$ cat src/rtl/mips_multicycle_ctrl_pkg.sv
// Shared types and constants for the multi-cycle MIPS control unit:
// state encodings, opcodes, datapath mux encodings and the control word.
package mips_ctrl_pkg;

  localparam int OPC_W = 6;

  typedef enum logic [3:0] {
    FETCH  = 4'd0,
    DECODE = 4'd1,
    MEMADR = 4'd2,
    MEMRD  = 4'd3,
    MEMWB  = 4'd4,
    MEMWR  = 4'd5,
    RTYPE  = 4'd6,
    ALUWB  = 4'd7,
    BRANCH = 4'd8,
    IMMEX  = 4'd9,
    IMMWB  = 4'd10,
    JUMP   = 4'd11
  } state_t;

  localparam logic [OPC_W-1:0] OP_R    = 6'b000000;
  localparam logic [OPC_W-1:0] OP_LW   = 6'b100011;
  localparam logic [OPC_W-1:0] OP_SW   = 6'b101011;
  localparam logic [OPC_W-1:0] OP_BEQ  = 6'b000100;
  localparam logic [OPC_W-1:0] OP_BNE  = 6'b000101;
  localparam logic [OPC_W-1:0] OP_ADDI = 6'b001000;
  localparam logic [OPC_W-1:0] OP_ANDI = 6'b001100;
  localparam logic [OPC_W-1:0] OP_ORI  = 6'b001101;
  localparam logic [OPC_W-1:0] OP_J    = 6'b000010;

  localparam logic [1:0] SRCB_REGB   = 2'b00;
  localparam logic [1:0] SRCB_FOUR   = 2'b01;
  localparam logic [1:0] SRCB_IMM    = 2'b10;
  localparam logic [1:0] SRCB_IMM_SH = 2'b11;

  localparam logic [2:0] ALU_ADD   = 3'b000;
  localparam logic [2:0] ALU_SUB   = 3'b001;
  localparam logic [2:0] ALU_FUNCT = 3'b010;
  localparam logic [2:0] ALU_AND   = 3'b011;
  localparam logic [2:0] ALU_OR    = 3'b100;

  localparam logic [1:0] PCS_ALU    = 2'b00;
  localparam logic [1:0] PCS_ALUOUT = 2'b01;
  localparam logic [1:0] PCS_JUMP   = 2'b10;

  typedef struct packed {
    logic       pc_write;
    logic       pc_write_cond;
    logic       iord;
    logic       mem_read;
    logic       mem_write;
    logic       ir_write;
    logic       reg_dst;
    logic       mem_to_reg;
    logic       reg_write;
    logic       alu_src_a;
    logic [1:0] alu_src_b;
    logic [2:0] alu_op;
    logic [1:0] pc_source;
    logic       ext_mode;
    logic       illegal_op;
  } ctrl_t;

  // beq takes the branch on equal operands, bne on unequal ones
  function automatic logic branch_taken(input logic [OPC_W-1:0] opcode, input logic zero);
    return ((opcode == OP_BEQ) && zero) || ((opcode == OP_BNE) && !zero);
  endfunction

endpackage

$ cat src/rtl/mips_multicycle_ctrl_if.sv
// Control bundle between the controller (master) and the datapath (slave).
interface mips_ctrl_if;
  import mips_ctrl_pkg::*;

  logic [OPC_W-1:0] opcode;
  logic             zero;
  logic             mem_ready;
  logic             pc_write;
  logic             pc_write_cond;
  logic             iord;
  logic             mem_read;
  logic             mem_write;
  logic             ir_write;
  logic             reg_dst;
  logic             mem_to_reg;
  logic             reg_write;
  logic             alu_src_a;
  logic [1:0]       alu_src_b;
  logic [2:0]       alu_op;
  logic [1:0]       pc_source;
  logic             ext_mode;
  logic             illegal_op;
  logic [3:0]       state_dbg;

  modport master (
    input  opcode, zero, mem_ready,
    output pc_write, pc_write_cond, iord, mem_read, mem_write, ir_write,
           reg_dst, mem_to_reg, reg_write, alu_src_a, alu_src_b, alu_op,
           pc_source, ext_mode, illegal_op, state_dbg
  );

  modport slave (
    output opcode, zero, mem_ready,
    input  pc_write, pc_write_cond, iord, mem_read, mem_write, ir_write,
           reg_dst, mem_to_reg, reg_write, alu_src_a, alu_src_b, alu_op,
           pc_source, ext_mode, illegal_op, state_dbg
  );

endinterface

$ cat src/rtl/mips_multicycle_ctrl_outdec.sv
// Control-word decode: maps the current state (plus opcode, zero flag and
// memory handshake where a state needs them) onto the datapath controls.
module mips_ctrl_outdec
  import mips_ctrl_pkg::*;
(
  input  state_t           state,
  input  logic [OPC_W-1:0] opcode,
  input  logic             zero,
  input  logic             mem_ready,
  output ctrl_t            ctrl
);

  // Everything defaults to 0; each state raises only what it needs
  always_comb begin
    ctrl = '0;
    case (state)
      FETCH: begin
        ctrl.mem_read  = 1'b1;
        ctrl.alu_src_b = SRCB_FOUR;
        ctrl.alu_op    = ALU_ADD;
        ctrl.pc_source = PCS_ALU;
        ctrl.ir_write  = mem_ready;
        ctrl.pc_write  = mem_ready;
      end
      DECODE: begin
        ctrl.alu_src_b = SRCB_IMM_SH;
        ctrl.alu_op    = ALU_ADD;
        case (opcode)
          OP_R, OP_LW, OP_SW, OP_BEQ, OP_BNE,
          OP_ADDI, OP_ANDI, OP_ORI, OP_J: ctrl.illegal_op = 1'b0;
          default:                        ctrl.illegal_op = 1'b1;
        endcase
      end
      MEMADR: begin
        ctrl.alu_src_a = 1'b1;
        ctrl.alu_src_b = SRCB_IMM;
        ctrl.alu_op    = ALU_ADD;
      end
      MEMRD: begin
        ctrl.iord     = 1'b1;
        ctrl.mem_read = 1'b1;
      end
      MEMWB: begin
        ctrl.reg_write  = 1'b1;
        ctrl.mem_to_reg = 1'b1;
      end
      MEMWR: begin
        ctrl.iord      = 1'b1;
        ctrl.mem_write = 1'b1;
      end
      RTYPE: begin
        ctrl.alu_src_a = 1'b1;
        ctrl.alu_src_b = SRCB_REGB;
        ctrl.alu_op    = ALU_FUNCT;
      end
      ALUWB: begin
        ctrl.reg_write = 1'b1;
        ctrl.reg_dst   = 1'b1;
      end
      BRANCH: begin
        ctrl.alu_src_a     = 1'b1;
        ctrl.alu_src_b     = SRCB_REGB;
        ctrl.alu_op        = ALU_SUB;
        ctrl.pc_source     = PCS_ALUOUT;
        ctrl.pc_write_cond = branch_taken(opcode, zero);
      end
      IMMEX: begin
        ctrl.alu_src_a = 1'b1;
        ctrl.alu_src_b = SRCB_IMM;
        if (opcode == OP_ANDI) begin
          ctrl.alu_op   = ALU_AND;
          ctrl.ext_mode = 1'b1;
        end else if (opcode == OP_ORI) begin
          ctrl.alu_op   = ALU_OR;
          ctrl.ext_mode = 1'b1;
        end else begin
          ctrl.alu_op   = ALU_ADD;
          ctrl.ext_mode = 1'b0;
        end
      end
      IMMWB: begin
        ctrl.reg_write = 1'b1;
      end
      JUMP: begin
        ctrl.pc_write  = 1'b1;
        ctrl.pc_source = PCS_JUMP;
      end
      default: ctrl = '0;
    endcase
  end

endmodule

$ cat src/rtl/mips_multicycle_ctrl.sv
// Multi-cycle MIPS controller: holds the state register and sequencing,
// and forces every output low while reset is asserted.
module mips_multicycle_ctrl
  import mips_ctrl_pkg::*;
(
  input  logic        clk,
  input  logic        rst_n,
  mips_ctrl_if.master bus
);

  state_t state;
  ctrl_t  dec_ctrl;
  ctrl_t  ctrl;

  // State register and next-state sequencing in one place
  always_ff @(posedge clk or negedge rst_n) begin
    if (!rst_n) begin
      state <= FETCH;
    end else begin
      case (state)
        FETCH:  if (bus.mem_ready) state <= DECODE;
        DECODE: begin
          case (bus.opcode)
            OP_LW, OP_SW:             state <= MEMADR;
            OP_R:                     state <= RTYPE;
            OP_BEQ, OP_BNE:           state <= BRANCH;
            OP_ADDI, OP_ANDI, OP_ORI: state <= IMMEX;
            OP_J:                     state <= JUMP;
            default:                  state <= FETCH;
          endcase
        end
        MEMADR: state <= (bus.opcode == OP_LW) ? MEMRD : MEMWR;
        MEMRD:  if (bus.mem_ready) state <= MEMWB;
        MEMWB:  state <= FETCH;
        MEMWR:  if (bus.mem_ready) state <= FETCH;
        RTYPE:  state <= ALUWB;
        ALUWB:  state <= FETCH;
        BRANCH: state <= FETCH;
        IMMEX:  state <= IMMWB;
        IMMWB:  state <= FETCH;
        JUMP:   state <= FETCH;
        default: state <= FETCH;
      endcase
    end
  end

  mips_ctrl_outdec u_outdec (
    .state     (state),
    .opcode    (bus.opcode),
    .zero      (bus.zero),
    .mem_ready (bus.mem_ready),
    .ctrl      (dec_ctrl)
  );

  // Gate with rst_n so a write in flight is cut the moment reset falls
  always_comb begin
    ctrl = rst_n ? dec_ctrl : '0;
  end

  assign bus.pc_write      = ctrl.pc_write;
  assign bus.pc_write_cond = ctrl.pc_write_cond;
  assign bus.iord          = ctrl.iord;
  assign bus.mem_read      = ctrl.mem_read;
  assign bus.mem_write     = ctrl.mem_write;
  assign bus.ir_write      = ctrl.ir_write;
  assign bus.reg_dst       = ctrl.reg_dst;
  assign bus.mem_to_reg    = ctrl.mem_to_reg;
  assign bus.reg_write     = ctrl.reg_write;
  assign bus.alu_src_a     = ctrl.alu_src_a;
  assign bus.alu_src_b     = ctrl.alu_src_b;
  assign bus.alu_op        = ctrl.alu_op;
  assign bus.pc_source     = ctrl.pc_source;
  assign bus.ext_mode      = ctrl.ext_mode;
  assign bus.illegal_op    = ctrl.illegal_op;
  assign bus.state_dbg     = rst_n ? state : FETCH;

endmodule
$ cat src/flat_wrapper.sv
// flat-port wrapper written by rule: the top's interface ports become plain ports
module mips_multicycle_ctrl_flat import mips_ctrl_pkg::*;
  (clk, rst_n, bus_opcode, bus_zero, bus_mem_ready, bus_pc_write, bus_pc_write_cond, bus_iord, bus_mem_read, bus_mem_write, bus_ir_write, bus_reg_dst, bus_mem_to_reg, bus_reg_write, bus_alu_src_a, bus_alu_src_b, bus_alu_op, bus_pc_source, bus_ext_mode, bus_illegal_op, bus_state_dbg);
  mips_ctrl_if bus_i ();
  input  logic clk;
  input  logic rst_n;
  input wire logic [$bits(bus_i.opcode)-1:0] bus_opcode;
  input wire logic [$bits(bus_i.zero)-1:0] bus_zero;
  input wire logic [$bits(bus_i.mem_ready)-1:0] bus_mem_ready;
  output wire logic [$bits(bus_i.pc_write)-1:0] bus_pc_write;
  output wire logic [$bits(bus_i.pc_write_cond)-1:0] bus_pc_write_cond;
  output wire logic [$bits(bus_i.iord)-1:0] bus_iord;
  output wire logic [$bits(bus_i.mem_read)-1:0] bus_mem_read;
  output wire logic [$bits(bus_i.mem_write)-1:0] bus_mem_write;
  output wire logic [$bits(bus_i.ir_write)-1:0] bus_ir_write;
  output wire logic [$bits(bus_i.reg_dst)-1:0] bus_reg_dst;
  output wire logic [$bits(bus_i.mem_to_reg)-1:0] bus_mem_to_reg;
  output wire logic [$bits(bus_i.reg_write)-1:0] bus_reg_write;
  output wire logic [$bits(bus_i.alu_src_a)-1:0] bus_alu_src_a;
  output wire logic [$bits(bus_i.alu_src_b)-1:0] bus_alu_src_b;
  output wire logic [$bits(bus_i.alu_op)-1:0] bus_alu_op;
  output wire logic [$bits(bus_i.pc_source)-1:0] bus_pc_source;
  output wire logic [$bits(bus_i.ext_mode)-1:0] bus_ext_mode;
  output wire logic [$bits(bus_i.illegal_op)-1:0] bus_illegal_op;
  output wire logic [$bits(bus_i.state_dbg)-1:0] bus_state_dbg;
  assign bus_i.opcode = bus_opcode;
  assign bus_i.zero = bus_zero;
  assign bus_i.mem_ready = bus_mem_ready;
  assign bus_pc_write = bus_i.pc_write;
  assign bus_pc_write_cond = bus_i.pc_write_cond;
  assign bus_iord = bus_i.iord;
  assign bus_mem_read = bus_i.mem_read;
  assign bus_mem_write = bus_i.mem_write;
  assign bus_ir_write = bus_i.ir_write;
  assign bus_reg_dst = bus_i.reg_dst;
  assign bus_mem_to_reg = bus_i.mem_to_reg;
  assign bus_reg_write = bus_i.reg_write;
  assign bus_alu_src_a = bus_i.alu_src_a;
  assign bus_alu_src_b = bus_i.alu_src_b;
  assign bus_alu_op = bus_i.alu_op;
  assign bus_pc_source = bus_i.pc_source;
  assign bus_ext_mode = bus_i.ext_mode;
  assign bus_illegal_op = bus_i.illegal_op;
  assign bus_state_dbg = bus_i.state_dbg;
  mips_multicycle_ctrl u_core (.clk(clk), .rst_n(rst_n), .bus(bus_i));
endmodule
$ cat config.mk
export PLATFORM = sky130hd
export DESIGN_NAME = mips_multicycle_ctrl_flat
export DESIGN_NICKNAME = d
export VERILOG_FILES = /design/src/rtl/mips_multicycle_ctrl_pkg.sv /design/src/rtl/mips_multicycle_ctrl_if.sv /design/src/rtl/mips_multicycle_ctrl_outdec.sv /design/src/rtl/mips_multicycle_ctrl.sv /design/src/flat_wrapper.sv
export SDC_FILE = /design/constraint.sdc
export NUM_CORES = 1
export LEC_CHECK = 0
export BUFFER_PORTS_ARGS = -buffer_cell sky130_fd_sc_hd__buf_2
export CORE_ASPECT_RATIO = 0.75
export CORE_MARGIN = 5
export CORE_UTILIZATION = 30
export DETAILED_ROUTE_END_ITERATION = 16
export PLACE_DENSITY_LB_ADDON = 0.08
export SLEW_MARGIN = 40
export SYNTH_ARGS = -nofsm -noshare
export SYNTH_HDL_FRONTEND = slang
export SYNTH_SLANG_ARGS = --single-unit
$ cat constraint.sdc
create_clock -name clk -period 1.6 [get_ports clk]
set_input_delay 0.24 -clock clk [delete_from_list [all_inputs] [get_ports clk]]
set_output_delay 0.24 -clock clk [all_outputs]
set_load 0.03 [all_outputs]
### Word level (Yosys, flattened, before mapping)

Cells that the tools add are included.

* $add $sub $neg: 0
* multiply operators: 0
* divide/modulo/power cells: 0
* $lt $le $gt $ge: 0
* eq/ne operators: 22
* shifts and indexed selects: 0
* mux-type cells: 27
* bitwise logic cells: 0
* reduce and logical (&&, ||, !) cells: 15

Operator list (count)
* $pmux W5 S6: 1
* $pmux W4 S7: 1
* $pmux W4 S5: 1
* $mux W19: 1
* $eq A6 B4 Y1 const B: 3
* $eq A4 B3 Y1 const B: 4
* $eq A4 B4 Y1 const B: 4
* $mux W4: 4
* $mux W1: 14
* $eq A6 B3 Y1 const B: 2
* $eq A6 B6 Y1 const B: 2
* $mux W3: 3
* $reduce_or A9 Y1: 1
* $eq A4 B2 Y1 const B: 2
* $reduce_or A2 Y1: 4
* $eq A6 B2 Y1 const B: 1
* $logic_not A6 Y1: 1
* $ne A2 B2 Y1 const B: 3
* $reduce_or A3 Y1: 2
* $eq A4 B1 Y1 const B: 1
* $logic_not A4 Y1: 1
* $pmux W2 S2: 1
* $reduce_or A4 Y1: 1
* $reduce_and A3 Y1: 1
* other kinds (4): 5

* bits in registers: 4
* bits in latches: 0
* memory bits (writable): 0
* memory bits (read-only): 0
* output and inout port bits: 23
* memories: 0

### Longest topological paths before layout

* word-level depth: 5
* depth in mapped cells: 6
* gate-level depth less buffers: 4

### Cells and area by module

From an unflattened synthesis, not the netlist that was laid out.

* cells, all modules: 112
* area total of the unflattened synthesis: 863.3 um2

By module, submodules not included
* mips_multicycle_ctrl: instances 1, cells an instance 67, area each 513.0 um2, sequential area each 100.1 um2
* mips_ctrl_outdec: instances 1, cells an instance 45, area each 350.3 um2, sequential area each 0.0 um2

### Worst setup path before layout

OpenSTA, ideal clock, no wires.

* path type: reg2out
* from: reg u_core.state[2]
* to: out bus_illegal_op
* arrival time: 2.303 ns
* path slack: -0.943 ns
* stages on the path, launching flop included: 6
* path through: dfrtp_1 > buf_6 > nand2b_1 > nor3_1 > o311ai_0 > nor3_1

* word-level cells in the longest chain between the ends: 3

RTL lines
* start: declaration: line mips_multicycle_ctrl.sv:11 `state_t state;`
* start signal: assignment: line mips_multicycle_ctrl.sv:32 `MEMADR: state <= (bus.opcode == OP_LW) ? MEMRD : MEMWR;`
* $eq A4 B1 Y1: line mips_multicycle_ctrl_outdec.sv:16 `case (state)`
* $mux W1: line mips_multicycle_ctrl_outdec.sv:16
* $mux W19: line mips_multicycle_ctrl.sv:57 `ctrl = rst_n ? dec_ctrl : '0;`
* end: declaration: line flat_wrapper.sv:24 `output wire logic [$bits(bus_i.illegal_op)-1:0] bus_illegal_op;`

Every way passes these cells.

### Worst setup path after layout

* from: reg u_core.state[2]
* to: out bus_reg_write

* word-level cells in the longest chain between the ends: 4
* elaborated cells between the ends (all ways): 6
* classes of those cells: 3 x eq/ne; 2 x mux; 1 x reduce/logical

RTL lines
* $eq A4 B4 Y1 / $eq A4 B3 Y1 (equally long branches): line mips_multicycle_ctrl_outdec.sv:16
* $reduce_or A3 Y1 (no source line) (*)
* $mux W1 (*): line mips_multicycle_ctrl_outdec.sv:16
* $mux W19 (*): line mips_multicycle_ctrl.sv:57
* end: declaration: line flat_wrapper.sv:18 `output wire logic [$bits(bus_i.reg_write)-1:0] bus_reg_write;`

Every way passes the cells marked *; elsewhere a longest branch is shown, timed or not.

==> results.py <==
metrics = {
    "run_status": {
        "status": "complete, but fails checks",
        "violations": "negative setup slack",
    },
    "final_layout": {
        "final_common_cell": "buf_4",
        "layout_common_cells": "buf_4 (39), buf_6 (28), buf_2 (15)",
        "fin_util": 0.711,
        "diodes": 0,
        "largest-register": "u_core.state",
        "seq_area_um2": 104,
        "fin_cells": 213,
        "fin_nets": 191,
        "syn_to_final_growth_pct": 124,
        "multi_input_comb_area_um2": 757,
        "largestRegisters": "u_core.state (4)",
        "largest_reg_flops": 4,
        "n_fill_cell": 170,
        "layout-drive-gt1-share": 0.715,
    },
    "timing": {
        "setup_viol": 17,
        "finalCriticalPeriod_ps": 1860,
        "fin_skew_ps": 5.02,
        "final_hold_viol_count": 0,
        "rsz0062_at_grt": "yes",
        "max_freq_ghz": 0.537,
        "slew_viol_final": 0,
        "setup_ws_ps": -264,
        "tightest_slew_ps": 383,
        "holdWs_ps": 351,
        "period_share": 1.16,
        "maxSlewHeadroom": 0.741,
    },
    "cts": {
        "htreeDepth": 1,
        "cts_buffers": 3,
        "clk_latency_ps": 230,
        "cts_max_path_buffers": 2,
        "cts_tree": "built",
        "clockRootBuffer": "clkbuf_4",
        "clk_pin_slew_ps": 40,
        "clock-sinks": 4,
    },
    "worst_setup_path": {
        "r2r_slack_ps": -70,
        "path_common_cell": "buf_6",
        "r2r_end": "u_core.state[1]",
        "path_cells": "buf_4 > buf_6 > nor2b_1 > mux2_2 > a22oi_2 > nor2b_2 > buf_6",
        "critPathMaxFanout": 5,
        "start_kind": "flop",
        "r2r-start": "u_core.state[1]",
        "endpoint_kind": "output pin",
        "cpMaxStageDelayCell": "dfrtp_1",
        "slowest_delay_ps": 400,
        "crit_arrival_ps": 1620,
        "crit_type": "flop to output pin",
        "required_ps": 1360,
        "rr_worst_depth": 7,
    },
    "global_route": {
        "antenna_found_initial": 0,
        "grt_use_total": 0.167,
        "grt_overflow_total": 0,
        "grt_first_pass_wirelength_mm": 4.54,
        "grt_max_degree": 10,
        "grt_pass1_vias": 990,
    },
    "placement": {
        "portBuffers": 32,
        "place_congestion": 0.840,
        "placedCellCount": 189,
        "dp_hpwl_mm": 1.94,
        "detailedPlace.worstSlack_ps": -266,
    },
    "power": {
        "peakVddDrop_uv": 579,
        "p_leak_nw": 0.756,
        "powerDensity_nw_per_um2": 770,
    },
    "min_path": {
        "min_from": "bus_opcode[4]",
        "hold_class": "input port to flop",
        "min_to": "u_core.state[1]",
        "hold_depth": 3,
    },
    "yosys": {
        "synth-seq-area-share": 0.137,
        "async_flop_share": 1.00,
        "post_synth_inst_count": 99,
        "synth-seq-cells": 4,
        "synth_edf_count": 0,
        "synth.avg_cell_area_um2": 7.41,
        "synth_nets": 109,
        "ys_warn_count": 0,
        "synth-main-ff-cell": "dfrtp_1",
        "synth_area_um2": 733,
        "yosysUniqueCellTypes": 42,
    },
    "drt": {
        "antenna_left": 0,
        "dr.pass1.iters": 4,
        "vias": 1051,
        "routed_wl_mm": 3.01,
        "drtIter0Drc": 31,
        "drc_errors": 0,
        "vias_per_cell": 4.93,
        "wire_per_inst_um": 14.1,
    },
    "floorplan": {
        "die_x_um": 67.1,
        "core-area_um2": 2310,
        "rows": 15,
        "dieArea_um2": 3540,
        "start_util": 0.318,
        "ios": 33,
        "die_h_um": 52.8,
    },
    "job": {
        "drv_cap": 0,
    },
}
==> cells by family after synthesis <==
logic type      Yosys count  synth area share
mux                       2            0.0307
flops                     4             0.137
xor+xnor                  2            0.0239
buf+inv                   9            0.0956
simple gates             62             0.493
compound gates           20             0.220
==> critical path, delay by kind of cell (launching register included) <==
family / cells / cell delay, ps
flops: 1 / 400
buf+inv: 3 / 400
mux: 1 / 270
simple gates: 2 / 190
compound gates: 1 / 130
==> cell type report <==
type / count / area share
clock buffer: 3 / 0.0137
inverter: 2 / 0.00457
multi-input combinational: 86 / 0.461
sequential: 4 / 0.0633
tap: 34 / 0.0259
timing repair buffer: 84 / 0.431
==> through the flow <==
step           instance area [um2]  setup TNS, ps  power [mW]
3_5_place_dp                  1170           -957       0.758
4_1_cts                       1520          -2070        1.15
3_3_place_gp                  1170           -897       0.760
6_report                      1640          -2580        1.26
5_1_grt                       1640          -4030        1.35
2_1_floorplan                  802          -1270       0.539
==> per-layer routing <==
layer | track usage | vias to the layer above | wire length (um)
met3 | 0.0193 | 4 | 119
met4 | 0.0303 | 0 | 24
met5 | 0 | - | 0
li1 | - | 520 | -
met2 | 0.302 | 29 | 1590
met1 | 0.213 | 498 | 1270
==> what timing repair did <==
action / in CTS / in global routing
setup endpoints to repair: 18 / 20
hold buffers: 1 / 0
cloned: 0 / 0
resized for setup: 56 / 21
pin swaps: 11 / 13
setup buffers: 14 / 8
hold endpoints to repair: 4 / 0
==> report_power, final <==
| part | internal [mW] | switching [mW] | total (mW) |
|---|---|---|---|
| Clock | 0.0839 | 0.0412 | 0.125 |
| Sequential | 0.120 | 0.0282 | 0.149 |
| Combinational | 0.528 | 0.462 | 0.991 |
==> cell usage after synthesis, types with 2 or more instances <==
cell type	n	share of area
a21oi_1	5	0.034
a22oi_1	2	0.020
a31oi_1	2	0.017
and2_1	4	0.034
and2b_2	3	0.036
and3_1	5	0.043
buf_6	3	0.046
clkbuf_1	2	0.010
dfrtp_1	4	0.14
inv_1	2	0.010
mux2_2	2	0.031
nand2_1	5	0.026
nand2b_1	4	0.034
nand3_1	2	0.014
nor2_1	13	0.067
nor2b_1	6	0.051
nor3_1	5	0.034
nor4_1	2	0.017
nor4b_1	2	0.024
o21ai_0	2	0.014
or2_2	2	0.017
xor2_1	2	0.024
==> how the worst max path moves through the flow <==
stage	start	endpoint	depth (start not counted)
after floorplan	u_core.state[2]	bus_mem_read	3
after global placement	bus_opcode[1]	bus_alu_op[0]	7
after detailed placement	bus_opcode[1]	bus_alu_op[1]	7
after CTS	u_core.state[2]	bus_alu_op[0]	5
after global routing	u_core.state[2]	bus_alu_op[0]	5
final	u_core.state[2]	bus_reg_write	7
No activity file was read; power rests on OpenSTA's default activity.
